===== src/rtl/mul_hilo_seq_pkg.sv =====
// rtl/mul_hilo_seq_pkg.sv - shared sequencer state encoding and width defaults
//
// Purpose: state encoding and constants shared by the HI/LO multiply
//          sequencer and the future divider sequencer.
// Contents: seq_state_t (IDLE/SETTLE/WRITE), WIDTH_DEF, CNT_W.
package mul_hilo_seq_pkg;

  localparam int WIDTH_DEF = 32;
  // Settle counter width; covers the legal SETTLE_CYCLES range 1..15.
  localparam int CNT_W = 4;

  typedef enum logic [1:0] {
    ST_IDLE   = 2'd0,
    ST_SETTLE = 2'd1,
    ST_WRITE  = 2'd2
  } seq_state_t;

endpackage


===== src/rtl/mul_hilo_seq_hilo_regs.sv =====
// rtl/mul_hilo_seq_hilo_regs.sv - HI/LO register pair with load priority and ovf compare
//
// Purpose: holds HI/LO. A multiply write takes priority over direct bus
//          loads. ovf is set from the product and cleared by any direct load.
// Ports:
//   clock, clear       clock and synchronous active-low reset
//   wr_mul             write the product this cycle
//   hi_load, lo_load   direct loads from bus_in (already gated by the caller)
//   bus_in             bus data for direct loads
//   prod               2*WIDTH signed product
//   hi, lo, ovf        register outputs
module hilo_regs #(
  parameter int WIDTH = 32
) (
  input  logic               clock,
  input  logic               clear,
  input  logic               wr_mul,
  input  logic               hi_load,
  input  logic               lo_load,
  input  logic [WIDTH-1:0]   bus_in,
  input  logic [2*WIDTH-1:0] prod,
  output logic [WIDTH-1:0]   hi,
  output logic [WIDTH-1:0]   lo,
  output logic               ovf
);

  logic [WIDTH-1:0] prod_hi;
  logic [WIDTH-1:0] prod_lo;
  logic             prod_ovf;

  assign prod_hi  = prod[2*WIDTH-1:WIDTH];
  assign prod_lo  = prod[WIDTH-1:0];
  // The product fits in WIDTH signed bits only if HI is the sign extension of LO.
  assign prod_ovf = (prod_hi != {WIDTH{prod_lo[WIDTH-1]}});

  always_ff @(posedge clock) begin
    if (!clear) begin
      hi  <= '0;
      lo  <= '0;
      ovf <= 1'b0;
    end else if (wr_mul) begin
      hi  <= prod_hi;
      lo  <= prod_lo;
      ovf <= prod_ovf;
    end else begin
      if (hi_load) hi <= bus_in;
      if (lo_load) lo <= bus_in;
      if (hi_load || lo_load) ovf <= 1'b0;
    end
  end

endmodule


===== src/rtl/mul_hilo_seq.sv =====
// rtl/mul_hilo_seq.sv - multi-cycle sequencer for the external Booth multiplier
//
// Purpose: captures operands on start, holds them on mul_a/mul_b for
//          SETTLE_CYCLES cycles, then writes mul_p into HI/LO and pulses done.
//          Direct HI/LO loads are accepted only while idle.
// Ports:
//   clock, clear          clock and synchronous active-low reset
//   start, a_in, b_in     multiply request and operands
//   mul_a, mul_b, mul_p   interface to the external alu_mul
//   hi_load, lo_load,
//   bus_in                direct HI/LO loads
//   hi_out, lo_out        HI/LO registers
//   busy, done, ovf       status
module mul_hilo_seq
  import mul_hilo_seq_pkg::*;
#(
  parameter int WIDTH         = WIDTH_DEF,
  parameter int SETTLE_CYCLES = 2
) (
  input  logic               clock,
  input  logic               clear,
  input  logic               start,
  input  logic [WIDTH-1:0]   a_in,
  input  logic [WIDTH-1:0]   b_in,
  output logic [WIDTH-1:0]   mul_a,
  output logic [WIDTH-1:0]   mul_b,
  input  logic [2*WIDTH-1:0] mul_p,
  input  logic               hi_load,
  input  logic               lo_load,
  input  logic [WIDTH-1:0]   bus_in,
  output logic [WIDTH-1:0]   hi_out,
  output logic [WIDTH-1:0]   lo_out,
  output logic               busy,
  output logic               done,
  output logic               ovf
);

  generate
    if (SETTLE_CYCLES < 1 || SETTLE_CYCLES > 15) begin : g_bad_settle
      $error("mul_hilo_seq: SETTLE_CYCLES must be in 1..15");
    end
  endgenerate

  seq_state_t       state, state_nxt;
  logic [CNT_W-1:0] cnt, cnt_nxt;
  logic [WIDTH-1:0] a_nxt, b_nxt;
  logic             busy_nxt, done_nxt;
  logic             wr_mul, load_ok;

  always_ff @(posedge clock) begin
    if (!clear) begin
      state <= ST_IDLE;
      cnt   <= '0;
      mul_a <= '0;
      mul_b <= '0;
      busy  <= 1'b0;
      done  <= 1'b0;
    end else begin
      state <= state_nxt;
      cnt   <= cnt_nxt;
      mul_a <= a_nxt;
      mul_b <= b_nxt;
      busy  <= busy_nxt;
      done  <= done_nxt;
    end
  end

  always_comb begin
    state_nxt = state;
    cnt_nxt   = cnt;
    a_nxt     = mul_a;
    b_nxt     = mul_b;
    busy_nxt  = busy;
    done_nxt  = 1'b0;
    case (state)
      ST_IDLE: begin
        if (start) begin
          a_nxt     = a_in;
          b_nxt     = b_in;
          cnt_nxt   = CNT_W'(SETTLE_CYCLES - 1);
          busy_nxt  = 1'b1;
          state_nxt = ST_SETTLE;
        end
      end
      ST_SETTLE: begin
        if (cnt == '0) state_nxt = ST_WRITE;
        else           cnt_nxt   = cnt - 1'b1;
      end
      ST_WRITE: begin
        done_nxt  = 1'b1;
        busy_nxt  = 1'b0;
        state_nxt = ST_IDLE;
      end
      default: state_nxt = ST_IDLE;
    endcase
  end

  assign wr_mul  = (state == ST_WRITE);
  // A start in the same idle cycle does not block a direct load; busy is
  // still low in that cycle, so both take effect.
  assign load_ok = !busy && (state != ST_WRITE);

  hilo_regs #(.WIDTH(WIDTH)) u_hilo_regs (
    .clock   (clock),
    .clear   (clear),
    .wr_mul  (wr_mul),
    .hi_load (hi_load && load_ok),
    .lo_load (lo_load && load_ok),
    .bus_in  (bus_in),
    .prod    (mul_p),
    .hi      (hi_out),
    .lo      (lo_out),
    .ovf     (ovf)
  );

endmodule

===== config.mk =====
export PLATFORM = sky130hd
export DESIGN_NAME = mul_hilo_seq
export DESIGN_NICKNAME = d
export VERILOG_FILES = /design/src/rtl/mul_hilo_seq_pkg.sv /design/src/rtl/mul_hilo_seq_hilo_regs.sv /design/src/rtl/mul_hilo_seq.sv
export SDC_FILE = /design/constraint.sdc
export NUM_CORES = 1
export LEC_CHECK = 0
export ABC_CLOCK_PERIOD_IN_PS = 2600
export CORE_ASPECT_RATIO = 2
export CORE_MARGIN = 8
export CORE_UTILIZATION = 30
export DETAILED_ROUTE_END_ITERATION = 8
export PLACE_DENSITY = 0.64
export SLEW_MARGIN = 20
export SYNTH_ARGS = -nofsm -noshare
export SYNTH_HDL_FRONTEND = slang
export SYNTH_HIERARCHICAL = 1
export SYNTH_SLANG_ARGS = --single-unit

===== constraint.sdc =====
create_clock -name clock -period 2.6 [get_ports clock]
set_input_delay 0.26 -clock clock [delete_from_list [all_inputs] [get_ports clock]]
set_output_delay 0.26 -clock clock [all_outputs]
set_load 0.02 [all_outputs]

==> metrics.md <==
| Metric | Value |
|---|---|
| Status | finished clean |
| Max Cap Viol | 0 |
| Number of global-route vias before repair | 5747 |
| Placed insts | 1217 |
| Global-route usage over all layers | 17.1% |
| Die Height | 216 um |
| Syn-to-layout area delta | 62.6% |
| Setup TNS | 0 ps |
| Vias | 5677 |
| Critical path arrival | 2110 ps |
| Num CTS Buffers | 17 |
| Post-synth EDFFs | 0 |
| Die width | 116 um |
| Max-slew violation count | 0 |
| Worst Max-Slew Pin Slew | 696 ps |
| Setup Skew | 7.18 ps |
| RSZ-0062 raised after global routing | no |
| # H-tree levels | 4 |
| Synthesized netlist cell count | 703 |
| NumNets Final | 1141 |
| Sequential power share | 38.0% |
| GRT overflow | 0 |
| Dpl hpwl | 16000 um |
| Post-CTS setup buffers | 0 |
| Worst slack, placed | 521 ps |
| CTS root buffer | clkbuf_16 |
| Synthesized area | 5980 um^2 |
| Global-route wire length before repair | 32700 um |
| Largest net degree at the start of global routing | 133 |
| # IOs | 296 |
| Final GP Congestion | 0.760 |
| Combinational share of power | 26.2% |
| Library cells used by synthesis | 37 |
| PostCTS Resize Cnt | 0 |
| Share of the synthesized area in the top cell type | 45.9% |
| Final WS setup | 777 ps |
| FMAX | 549 MHz |
| Total power | 6.37 mW |
| Buffers on Ports | 295 |
| CTS Hold Bufs | 0 |
| Crit path capture type | flip-flop |
| Max-slew headroom | 53.6% |
| ANT cells | 0 |
| Critical path class | reg -> reg |
| Clock power frac | 35.8% |
| Sw Share | 29.7% |
| Starting Density | 30.3% |
| Top FF cell, synth | dfxtp_1 |
| Yosys reg bits | 137 |
| WP data required | 2880 ps |
| Post-synth net total | 870 |
| # fillers | 1951 |
| Setup violations, final | 0 |
| Clock sinks | 137 |
| Critical path peak fanout | 132 |
| Worst hold path type | in -> reg |
| Synth area leaders | dfxtp_1, nand2_1, mux2i_1 |
| Seq/Total Area, Yosys | 45.9% |
| Final hold violations | 0 |
| PwrDens | 655 nW/um^2 |
| Clk pin slew, worst setup/hold paths | 60 ps |
| CTS tree | yes |
| Area of the core | 19700 um^2 |
| Pleak | 3.60 nW |
| DRC errors left | 0 |
| # rows | 73 |
| Period Utilization, post-route | 70.1% |
| Initial antenna violation count | 1 |
| Worst-case clock buffer depth | 2 |
| Final Core Density | 49.3% |
| Setup crit start kind | flip-flop |
| Internal | 4.48 mW |
| Yosys warning total | 6 |
| DR WL/cell | 17.2 um |
| Drt first pass iters | 4 |
| Die area | 25000 um^2 |
| Psw | 1.89 mW |
| Via/cell ratio | 4.55 |
| WL final | 21400 um |
| Post-DRT Antenna Nets | 0 |
| Syn Area/Cell | 8.51 um^2 |
| Clock latency on the worst-skew pair | 420 ps |
| Share of synthesized registers carrying an async set or reset | 0% |
| Layout cells sized above 1 | 5.07% |
| Initial DRC Count | 220 |
| Peak supply drop | 0.401 mV |
| Post-synth top area cell | dfxtp_1 |
| Tmin final | 1820 ps |
| Post-Layout Cell Count | 1249 |
==> worst max-delay path: stages, from the launching register on <==
cell and delay (ps):
dfxtp_1 440, nor2b_4 220, buf_12 400, nand2_1 160, o31ai_1 310, a31oi_1 120
==> synth_stat cells (2+ instances only) <==
master    instances
nor4_1            3
nor3b_1           4
or3_1             3
a21oi_1           3
dfxtp_1         137
and2_1           68
mux2i_1          64
inv_1             4
or4_1             4
nor2_1            3
nand4_1           5
o21ai_1           3
clkbuf_1         28
nand3_1           4
nor2b_1           2
o21ai_0          62
nand2_1         196
nor3_1            3
ha_1              2
a21boi_1          7
o31ai_1           4
buf_2            21
a21boi_0         58
nor4_2            2
==> final cells by class <==
| type | instances | area (um^2) | area share, % |
|---|---|---|---|
| Clock inverter | 15 | 128 | 1.31 |
| Inverter | 4 | 15.0 | 0.154 |
| Sequential cell | 137 | 2740 | 28.2 |
| Multi-Input combinational cell | 511 | 3010 | 31.0 |
| Timing Repair Buffer | 303 | 3070 | 31.6 |
| Clock buffer | 17 | 425 | 4.37 |
| Tap cell | 262 | 328 | 3.37 |
==> metal layers <==
metal | wire (um) | share of wire (%) | global-route usage [%]
met4 | 208 | 0.97 | 4.83
met1 | 7490 | 35 | 16.6
met5 | 13 | 0.061 | 0
met2 | 12100 | 57 | 32.9
met3 | 1610 | 7.5 | 5.37
==> sequential cells by signal (all words and copies together) (netlist names) <==
| register | cells |
|---|---|
| done | 1 |
| cnt | 4 |
| state | 2 |
| mul_b | 32 |
| u_hilo_regs/hi | 32 |
| busy | 1 |
| u_hilo_regs/ovf | 1 |
| u_hilo_regs/lo | 32 |
| mul_a | 32 |
==> final timing paths <==
kind | from | end | slack [ps] | cells after the start
min | clear | mul_a[27] | 350 | 2
min reg2reg | mul_b[26] | mul_b[26] | 450 | 2
max | state[1] | u_hilo_regs/ovf | 780 | 5
max reg2reg | state[1] | u_hilo_regs/ovf | 780 | 5
==> stage by stage <==
stage          hold slack (ps)  instance area [um^2]
2_1_floorplan              395                  5980
3_3_place_gp               441                  9170
3_5_place_dp               446                  9170
4_1_cts                    353                  9720
5_1_grt                    368                  9720
6_report                   353                  9720
==> cell families (layout without fill, tap and decap cells) <==
logic type	Yosys count	count (layout)	synth area share, %
AND/OR/NAND/NOR	303	303	24.0
AO/OA/AOI/OAI	142	142	15.0
flip-flops	137	137	45.9
multiplexers	64	64	10.7
buffers and inverters	55	339	4.02
adder cells (fa/ha/maj)	2	2	0.418
==> cells in the final DEF (no fill, tap or decap), drive strengths merged, types with 2 or more instances in the layout <==
master	n
nand3	4
nor3b	4
clkbuf	17
inv	7
and2	68
buf	9
clkinv	6
nand4	5
clkinvlp	5
o31ai	4
o21ai	65
or3	3
a21boi	65
clkdlybuf4s50	294
nor2b	2
nor2	3
a21oi	3
ha	2
or4	5
nor3	3
nor4	5
nand2	196
mux2i	64
dfxtp	137
==> power groups by stage <==
stage	clock, mW	sequential, mW	combinational, mW
2_1_floorplan	0	2.70	0.602
3_5_place_dp	0	2.47	1.69
4_1_cts	2.36	2.42	1.70
6_report	2.28	2.42	1.67
3_3_place_gp	0	2.46	1.68
5_1_grt	2.46	2.45	1.81
(Power assumes the default switching activity.)
